[src/rtl/thresholding_pkg.sv]
// Shared definitions for the thresholding core and its AXI4-Lite configuration front end.
package thresholding_pkg;

  localparam logic [1:0] AXILITE_RESP_OKAY = 2'b00;

  typedef enum logic [1:0] {
    R_IDLE  = 2'd0,
    R_ISSUE = 2'd1,
    R_WAIT  = 2'd2,
    R_RESP  = 2'd3
  } rdState_e;

  // Width of the core's configuration word address: channel fold, PE select and threshold index.
  function automatic int calcCfgABits(input int n, input int c, input int pe);
    return $clog2(c / pe) + $clog2(pe) + n;
  endfunction

endpackage

[src/rtl/thresholding_axilite_cfg_if.sv]
// AXI4-Lite bus bundle between a host (master) and the thresholding configuration slave.
interface thresholding_axilite_cfg_if #(
  parameter int ADDR_BITS = 10
) ();

  logic                 awvalid;
  logic                 awready;
  logic [ADDR_BITS-1:0] awaddr;
  logic                 wvalid;
  logic                 wready;
  logic [31:0]          wdata;
  logic [3:0]           wstrb;
  logic                 bvalid;
  logic                 bready;
  logic [1:0]           bresp;
  logic                 arvalid;
  logic                 arready;
  logic [ADDR_BITS-1:0] araddr;
  logic                 rvalid;
  logic                 rready;
  logic [31:0]          rdata;
  logic [1:0]           rresp;

  modport master (
    output awvalid, awaddr, wvalid, wdata, wstrb, bready, arvalid, araddr, rready,
    input  awready, wready, bvalid, bresp, arready, rvalid, rdata, rresp
  );

  modport slave (
    input  awvalid, awaddr, wvalid, wdata, wstrb, bready, arvalid, araddr, rready,
    output awready, wready, bvalid, bresp, arready, rvalid, rdata, rresp
  );

endinterface

[src/rtl/thresholding_axilite_cfg.sv]
// AXI4-Lite slave that turns host register accesses into single-cycle accesses on the
// thresholding core's configuration port, holding readbacks until the core's cfg_rack.
module thresholding_axilite_cfg
  import thresholding_pkg::*;
#(
  parameter int CFG_A_BITS = 8,
  parameter int K          = 16,
  parameter bit SIGNED     = 1'b1
) (
  input  logic                     clk,
  input  logic                     rst,
  thresholding_axilite_cfg_if.slave s_axilite,
  output logic                     cfg_en,
  output logic                     cfg_we,
  output logic [CFG_A_BITS-1:0]    cfg_a,
  output logic [K-1:0]             cfg_d,
  input  logic                     cfg_rack,
  input  logic [K-1:0]             cfg_q
);

  logic                  r_awHeld;
  logic                  r_wHeld;
  logic                  r_bvalid;
  logic [CFG_A_BITS-1:0] r_awAddr;
  logic [K-1:0]          r_wData;
  logic [CFG_A_BITS-1:0] r_arAddr;
  logic [31:0]           r_rdata;
  logic                  r_prioWrite;
  rdState_e              r_rdState;
  rdState_e              w_rdStateNext;

  logic                  w_awReady;
  logic                  w_wReady;
  logic                  w_arReady;
  logic                  w_rvalid;
  logic                  w_wrReq;
  logic                  w_rdReq;
  logic                  w_wrGrant;
  logic                  w_rdGrant;
  logic [31:0]           w_qExt;
  logic                  w_unused;

  // Byte-lane strobes and the sub-word address bits carry no meaning for this port.
  assign w_unused = ^{s_axilite.wstrb, s_axilite.awaddr[1:0], s_axilite.araddr[1:0], s_axilite.wdata};

  // A channel stops accepting once its half is captured or a response is still owed.
  assign w_awReady = !r_awHeld && !r_bvalid;
  assign w_wReady  = !r_wHeld && !r_bvalid;

  // Arbitration: a lone requester always wins; on a tie the flag picks the side that lost last time.
  assign w_wrReq   = r_awHeld && r_wHeld;
  assign w_wrGrant = w_wrReq && (!w_rdReq || r_prioWrite);
  assign w_rdGrant = w_rdReq && (!w_wrReq || !r_prioWrite);

  // Readback is widened to the 32-bit bus either by sign or by zero extension.
  assign w_qExt = SIGNED ? 32'(signed'(cfg_q)) : 32'(cfg_q);

  // Capture AW and W independently, release both when the write is issued, then owe a B response.
  always_ff @(posedge clk) begin
    if (rst) begin
      r_awHeld <= 1'b0;
      r_wHeld  <= 1'b0;
      r_bvalid <= 1'b0;
      r_awAddr <= '0;
      r_wData  <= '0;
    end else begin
      if (s_axilite.awvalid && w_awReady) begin
        r_awHeld <= 1'b1;
        r_awAddr <= s_axilite.awaddr[CFG_A_BITS+1:2];
      end else if (w_wrGrant) begin
        r_awHeld <= 1'b0;
      end
      if (s_axilite.wvalid && w_wReady) begin
        r_wHeld <= 1'b1;
        r_wData <= s_axilite.wdata[K-1:0];
      end else if (w_wrGrant) begin
        r_wHeld <= 1'b0;
      end
      if (w_wrGrant) begin
        r_bvalid <= 1'b1;
      end else if (s_axilite.bready) begin
        r_bvalid <= 1'b0;
      end
    end
  end

  // Priority flag only moves on a genuine conflict, and then it points at the loser.
  always_ff @(posedge clk) begin
    if (rst) begin
      r_prioWrite <= 1'b1;
    end else if (w_wrReq && w_rdReq) begin
      r_prioWrite <= w_rdGrant;
    end
  end

  // Read FSM state register.
  always_ff @(posedge clk) begin
    if (rst) begin
      r_rdState <= R_IDLE;
    end else begin
      r_rdState <= w_rdStateNext;
    end
  end

  // Read FSM next state: accept, issue when granted, wait for the core, hand back to the host.
  always_comb begin
    w_rdStateNext = r_rdState;
    case (r_rdState)
      R_IDLE:  if (s_axilite.arvalid) w_rdStateNext = R_ISSUE;
      R_ISSUE: if (w_rdGrant)         w_rdStateNext = R_WAIT;
      R_WAIT:  if (cfg_rack)          w_rdStateNext = R_RESP;
      R_RESP:  if (s_axilite.rready)  w_rdStateNext = R_IDLE;
      default:                        w_rdStateNext = R_IDLE;
    endcase
  end

  // Read FSM outputs decoded from the current state.
  always_comb begin
    w_arReady = 1'b0;
    w_rvalid  = 1'b0;
    w_rdReq   = 1'b0;
    case (r_rdState)
      R_IDLE:  w_arReady = 1'b1;
      R_ISSUE: w_rdReq   = 1'b1;
      R_RESP:  w_rvalid  = 1'b1;
      default: ;
    endcase
  end

  // Read address latch and readback capture; racks outside R_WAIT are stale and dropped.
  always_ff @(posedge clk) begin
    if (rst) begin
      r_arAddr <= '0;
      r_rdata  <= '0;
    end else begin
      if (r_rdState == R_IDLE && s_axilite.arvalid) begin
        r_arAddr <= s_axilite.araddr[CFG_A_BITS+1:2];
      end
      if (r_rdState == R_WAIT && cfg_rack) begin
        r_rdata <= w_qExt;
      end
    end
  end

  // Configuration port drive: address and data are forced to zero whenever no access is issued.
  always_comb begin
    cfg_en = w_wrGrant || w_rdGrant;
    cfg_we = w_wrGrant;
    cfg_a  = '0;
    cfg_d  = '0;
    if (w_wrGrant) begin
      cfg_a = r_awAddr;
      cfg_d = r_wData;
    end else if (w_rdGrant) begin
      cfg_a = r_arAddr;
    end
  end

  assign s_axilite.awready = w_awReady;
  assign s_axilite.wready  = w_wReady;
  assign s_axilite.bvalid  = r_bvalid;
  assign s_axilite.bresp   = AXILITE_RESP_OKAY;
  assign s_axilite.arready = w_arReady;
  assign s_axilite.rvalid  = w_rvalid;
  assign s_axilite.rdata   = r_rdata;
  assign s_axilite.rresp   = AXILITE_RESP_OKAY;

endmodule

[src/flat_wrapper.sv]
// flat-port wrapper written by rule: the top's interface ports become plain ports
module thresholding_axilite_cfg_flat import thresholding_pkg::*;
#(
  parameter int CFG_A_BITS = 8,
  parameter int K          = 16,
  parameter bit SIGNED     = 1'b1
)
  (clk, rst, cfg_en, cfg_we, cfg_a, cfg_d, cfg_rack, cfg_q, s_axilite_awvalid, s_axilite_awaddr, s_axilite_wvalid, s_axilite_wdata, s_axilite_wstrb, s_axilite_bready, s_axilite_arvalid, s_axilite_araddr, s_axilite_rready, s_axilite_awready, s_axilite_wready, s_axilite_bvalid, s_axilite_bresp, s_axilite_arready, s_axilite_rvalid, s_axilite_rdata, s_axilite_rresp);
  thresholding_axilite_cfg_if #(.ADDR_BITS((CFG_A_BITS + 2))) s_axilite_i ();
  input  logic clk;
  input  logic rst;
  output logic cfg_en;
  output logic cfg_we;
  output logic [CFG_A_BITS-1:0] cfg_a;
  output logic [K-1:0] cfg_d;
  input  logic cfg_rack;
  input  logic [K-1:0] cfg_q;
  input wire logic [$bits(s_axilite_i.awvalid)-1:0] s_axilite_awvalid;
  input wire logic [$bits(s_axilite_i.awaddr)-1:0] s_axilite_awaddr;
  input wire logic [$bits(s_axilite_i.wvalid)-1:0] s_axilite_wvalid;
  input wire logic [$bits(s_axilite_i.wdata)-1:0] s_axilite_wdata;
  input wire logic [$bits(s_axilite_i.wstrb)-1:0] s_axilite_wstrb;
  input wire logic [$bits(s_axilite_i.bready)-1:0] s_axilite_bready;
  input wire logic [$bits(s_axilite_i.arvalid)-1:0] s_axilite_arvalid;
  input wire logic [$bits(s_axilite_i.araddr)-1:0] s_axilite_araddr;
  input wire logic [$bits(s_axilite_i.rready)-1:0] s_axilite_rready;
  output wire logic [$bits(s_axilite_i.awready)-1:0] s_axilite_awready;
  output wire logic [$bits(s_axilite_i.wready)-1:0] s_axilite_wready;
  output wire logic [$bits(s_axilite_i.bvalid)-1:0] s_axilite_bvalid;
  output wire logic [$bits(s_axilite_i.bresp)-1:0] s_axilite_bresp;
  output wire logic [$bits(s_axilite_i.arready)-1:0] s_axilite_arready;
  output wire logic [$bits(s_axilite_i.rvalid)-1:0] s_axilite_rvalid;
  output wire logic [$bits(s_axilite_i.rdata)-1:0] s_axilite_rdata;
  output wire logic [$bits(s_axilite_i.rresp)-1:0] s_axilite_rresp;
  assign s_axilite_i.awvalid = s_axilite_awvalid;
  assign s_axilite_i.awaddr = s_axilite_awaddr;
  assign s_axilite_i.wvalid = s_axilite_wvalid;
  assign s_axilite_i.wdata = s_axilite_wdata;
  assign s_axilite_i.wstrb = s_axilite_wstrb;
  assign s_axilite_i.bready = s_axilite_bready;
  assign s_axilite_i.arvalid = s_axilite_arvalid;
  assign s_axilite_i.araddr = s_axilite_araddr;
  assign s_axilite_i.rready = s_axilite_rready;
  assign s_axilite_awready = s_axilite_i.awready;
  assign s_axilite_wready = s_axilite_i.wready;
  assign s_axilite_bvalid = s_axilite_i.bvalid;
  assign s_axilite_bresp = s_axilite_i.bresp;
  assign s_axilite_arready = s_axilite_i.arready;
  assign s_axilite_rvalid = s_axilite_i.rvalid;
  assign s_axilite_rdata = s_axilite_i.rdata;
  assign s_axilite_rresp = s_axilite_i.rresp;
  thresholding_axilite_cfg #(.CFG_A_BITS(CFG_A_BITS), .K(K), .SIGNED(SIGNED)) u_core (.clk(clk), .rst(rst), .s_axilite(s_axilite_i), .cfg_en(cfg_en), .cfg_we(cfg_we), .cfg_a(cfg_a), .cfg_d(cfg_d), .cfg_rack(cfg_rack), .cfg_q(cfg_q));
endmodule
[config.mk]
export PLATFORM = sky130hd
export DESIGN_NAME = thresholding_axilite_cfg_flat
export DESIGN_NICKNAME = d
export VERILOG_FILES = /design/src/rtl/thresholding_pkg.sv /design/src/rtl/thresholding_axilite_cfg_if.sv /design/src/rtl/thresholding_axilite_cfg.sv /design/src/flat_wrapper.sv
export SDC_FILE = /design/constraint.sdc
export NUM_CORES = 1
export LEC_CHECK = 0
export CORE_ASPECT_RATIO = 0.75
export CORE_MARGIN = 4
export CORE_UTILIZATION = 40
export CTS_CLUSTER_SIZE = 10
export DETAILED_ROUTE_END_ITERATION = 6
export GPL_ROUTABILITY_DRIVEN = 0
export GPL_TIMING_DRIVEN = 0
export PLACE_DENSITY = 0.9
export SYNTH_ARGS = -nofsm -noshare
export SYNTH_HDL_FRONTEND = slang
export SYNTH_SLANG_ARGS = --single-unit
[constraint.sdc]
create_clock -name clk -period 2.9 [get_ports clk]
set_clock_uncertainty 0.1 [all_clocks]
set_input_delay 0.435 -clock clk [delete_from_list [all_inputs] [get_ports clk]]
set_output_delay 0.435 -clock clk [all_outputs]
set_load 0.01 [all_outputs]
==> Word level (Yosys, flattened, before mapping) <==
Cells that the tools add are included.
{ "word_totals": {"out_inout_bits": 67, "ff_bits": 54, "input_bits": 80} }
{ "classes": {"n_eq_ne": 7, "muxes": 16, "n_reduce_logical": 24} }
{ "ops": {"columns": ["cell", "count"], "rows": [
  ["16-bit two-way mux", 1],
  ["8-bit two-way mux", 2],
  ["1-bit logical AND", 10],
  ["1-bit two-way mux", 8],
  ["2-bit two-way mux", 4],
  ["2-bit one-hot mux with 4 select lines", 1],
  ["1-bit logical NOT", 6],
  ["2-bit != test, second input constant", 3],
  ["2-bit nonzero test", 3],
  ["2-bit equality test, second input constant", 2],
  ["4-bit AND reduction", 1],
  ["1-bit logical OR", 3],
  ["2-bit by 1-bit equality test with 1-bit output, second input constant", 1],
  ["2-bit logical NOT", 1],
  ["2-bit by 1-bit != test with 1-bit output, second input constant", 1]
]} }

==> Logic depth before layout (Yosys ltp) <==
{ "logic_depth": {"word_depth": 7, "mapped_depth": 7, "mapped_depth_nobuf": 5} }

==> Worst setup path after synthesis <==
No wires, ideal clock.
{ "synth_path": {"path_kind": "flip-flop to output port", "from": "reg u_core.r_rdState[1]", "to": "out cfg_a[0]", "t_required_ns": 2.365, "path_slack_ns": 0.943, "stages_incl_launch_ff": 7, "t_arrival_ns": 1.422, "cell_sequence": "dfxtp_1 inv_1 ha_1 and2b_1 nor2_8 buf_6 mux2i_1"} }
{ "synth_between": {"elab_chain_len": 6} }
{ "synth_lines": {"columns": ["item", "line", "text"], "rows": [
  ["start: declaration", "thresholding_axilite_cfg.sv:29", "rdState_e r_rdState;"],
  ["start signal: assignment", "thresholding_axilite_cfg.sv:101", "r_rdState <= w_rdStateNext;"],
  ["2-bit by 1-bit equality test with 1-bit output (*)", "thresholding_axilite_cfg.sv:122", "case (r_rdState)"],
  ["1-bit two-way mux (*)", "thresholding_axilite_cfg.sv:122", null],
  ["1-bit logical NOT", "thresholding_axilite_cfg.sv:52", "assign w_wrGrant = w_wrReq && (!w_rdReq || r_prioWrite);"],
  ["1-bit logical OR", "thresholding_axilite_cfg.sv:52", null],
  ["1-bit logical AND", "thresholding_axilite_cfg.sv:52", null],
  ["8-bit two-way mux (*)", "thresholding_axilite_cfg.sv:151", "if (w_wrGrant) begin"],
  ["end: declaration", "flat_wrapper.sv:14", "output logic [CFG_A_BITS-1:0] cfg_a;"]
]} }
Mark *: on every way between the ends. The rest lies on a longest branch, timed or not.

==> Final worst setup path <==
{ "layout_path": {"from": "reg u_core.r_rdState[1]", "to": "out cfg_d[11]"} }
{ "layout_between": {"elab_chain_len": 6} }
{ "layout_lines": {"columns": ["item", "line", "text"], "rows": [
  ["2-bit by 1-bit equality test with 1-bit output", "thresholding_axilite_cfg.sv:122", null],
  ["1-bit two-way mux", "thresholding_axilite_cfg.sv:122", null],
  ["1-bit logical NOT", "thresholding_axilite_cfg.sv:52", null],
  ["1-bit logical OR", "thresholding_axilite_cfg.sv:52", null],
  ["1-bit logical AND", "thresholding_axilite_cfg.sv:52", null],
  ["16-bit two-way mux", "thresholding_axilite_cfg.sv:151", null],
  ["end: declaration", "flat_wrapper.sv:15", "output logic [K-1:0] cfg_d;"]
]} }
Every way passes these cells.

==> metrics.yaml <==
routing:
  drc: 0
  dr.pass1.iters: 4
  wire_per_inst_um: 12.8
  vias: 2291
  wirelength_mm: 6.41
  postRouteAntennaNets: 0
  vias_per_cell: 4.58
  drt_iter0_drc: 45
placement:
  dp_hpwl_mm: 5.09
  io_buffer_count: 117
  place_area_um2: 3820
  pre_cts_slack_ns: 0.282
  dp_cells: 489
global_routing:
  antenna_found_initial: 0
  grt_pass1_wl_mm: 10.5
  grt_max_degree: 19
  grt_overflow_total: 0
  track_usage: 0.165
  grt_pass1_vias: 2293
clocking:
  cts_tree: "done"
  cts_buffer_depth: 2
  cts_sinks: 54
  numCtsBuffers: 5
  cts_hold_buf: 0
  clk-insertion-delay-late_ns: 0.30
  cts-root-buf: "clkbuf_8"
  cts_htree_levels: 2
  clkSlewWorstSetupHoldPaths_ns: 0.10
synth:
  synth.distinct_cells: 30
  netlist_instances: 291
  syn_area_um2: 2540
  synth_seq_cells: 54
  yosysWarnings: 0
  synth.avg_cell_area_um2: 8.74
  ys_seq_area_frac: 0.425
setup_path:
  critPathLaunchType: "flop"
  worstPathRequired_ns: 2.37
  critPathKind: "flop to output port"
  regToRegStartpoint: "u_core.r_rdState[0]"
  reg2reg_to: "u_core.s_axilite.rdata[12]"
  worst-r2r-setup-slack_ns: 1.13
  cp_max_fo: 10
  ff2ff_path_depth: 6
  end_kind: "output port"
  worst_ep_arrival_time_ns: 2.24
finish:
  layout.cells.non_filler: 500
  antenna_cells: 0
  drive_above_1_share: 0.114
  areaGrowthSynthToFinish_pct: 55.8
  mostFrequentLayoutCells: "clkdlybuf4s50_1, dfxtp_1, nand2_1"
  layout_commonest_cell: "clkdlybuf4s50_1"
  final_util: 0.663
  fin_nets: 506
  stdcell_area_um2: 3960
pwr:
  power.density_nw_per_um2: 530
  peakVddDrop_mv: 0.253
  cellLeakagePower_nw: 1.65
  p_total_mw: 2.10
sta:
  worstMarginPinSlew_ns: 0.519
  fmax_mhz: 360
  fin_crit_ns: 2.78
  worst_slack_ns: 0.122
  finalCritPeriodShare: 0.958
  hold_viol_final: 0
  grt_setup_unrepaired: "false"
  tns_ns: 0
  setup_violations: 0
  hold_ws_ns: 0.316
  drv_slew: 0
  slew_headroom: 0.653
floorplan:
  ios: 147
  dieHeight_um: 77.0
  core_um2: 5980
  start_util: 0.425
  die-area_um2: 7710
  die_x_um: 100
  core.rowCount: 24
min_path:
  hp-class: "input pin to flop"
  min_from: "s_axilite_arvalid"
  hold_depth: 3
  holdPathEnd: "u_core.r_arAddr[6]"
outcome:
  status: "completed"
job:
  timing.max_cap.violations: 0
-- Yosys cell counts (all sizes together) --
library cell | n | area share
a2111oi | 1 | 0.011
a21oi | 26 | 0.051
a31oi | 1 | 0.0025
and2 | 17 | 0.042
and2b | 1 | 0.0030
and4 | 1 | 0.0039
buf | 28 | 0.092
clkbuf | 9 | 0.014
conb | 1 | 0.0015
dfxtp | 54 | 0.43
ha | 5 | 0.025
inv | 13 | 0.019
mux2i | 34 | 0.13
nand2 | 51 | 0.076
nand2b | 4 | 0.0098
nand3 | 8 | 0.016
nor2 | 27 | 0.046
nor2b | 3 | 0.0074
nor3b | 2 | 0.0079
o21ai | 2 | 0.0039
o21ba | 1 | 0.0039
o21bai | 2 | 0.0059
-- cell families (layout without fill, tap and decap cells) --
kind of cell,after synthesis,after routing,share of synthesized area
AOI/OAI and AO/OA,33,33,0.0782
and+or+nand+nor,114,114,0.212
other,1,4,0.00147
DFF,54,54,0.425
buffers and inverters,50,178,0.125
muxes,34,34,0.134
adders and majority gates,5,5,0.0246
-- report_power, final --
| group | total [mW] | switching (mW) | internal, mW |
|---|---|---|---|
| registers | 0.890 | 0.0605 | 0.830 |
| logic | 0.751 | 0.346 | 0.405 |
| clock network | 0.459 | 0.240 | 0.219 |
-- how the worst max path moves through the flow --
stage                              from         to  slack [ns]  cells past startpoint
detailed placement  u_core.r_rdState[1]   cfg_a[2]        0.28                      7
CTS                 u_core.r_rdState[1]   cfg_a[1]       0.004                      7
global route        u_core.r_rdState[1]  cfg_d[11]        0.01                      8
global placement    u_core.r_rdState[1]   cfg_a[2]        0.33                      7
finish              u_core.r_rdState[1]  cfg_d[11]        0.12                      8
floorplan           u_core.r_rdState[1]   cfg_a[0]        0.94                      6
-- state kept, by name, indices dropped and copies added, names as in the netlist --
signal / flops
u_core.r_prioWrite: 1
u_core.r_rdState: 2
u_core.s_axilite.rdata: 16
u_core.r_wData: 16
u_core.r_awAddr: 8
u_core.s_axilite.bvalid: 1
u_core.r_awHeld: 1
u_core.r_arAddr: 8
u_core.r_wHeld: 1
-- routing by layer --
layer | track usage | routed length [µm]
met1 | 0.199 | 2650
met2 | 0.292 | 3240
met3 | 0.0462 | 444
met4 | 0.0363 | 72
met5 | 0 | 0
-- repair_timing --
item,CTS,global route
setup endpoints to repair,3,16
pin swaps,1,0
gates resized for setup,1,5
setup buffers,3,0
-- area by class of cell --
cell class	count	area, µm²
fillers	514	2020
clock buffers	7	96.3
clock inverters	1	8.76
flip-flops and latches	54	1080
well taps	78	97.6
plain buffers	37	268
repair buffers	120	1200
inverters	13	48.8
multi-input cells	190	1160
-- worst max-delay path, stage by stage, from the launching register on --
cell and delay [ns]:
dfxtp_2 0.37, inv_1 0.08, ha_1 0.21, and2b_1 0.24, nor2_8 0.16, buf_4 0.12, buf_6 0.11, and2_1 0.13
clkdlybuf4s50_1 0.53
Note: power is estimated with default switching activity, not from simulation.
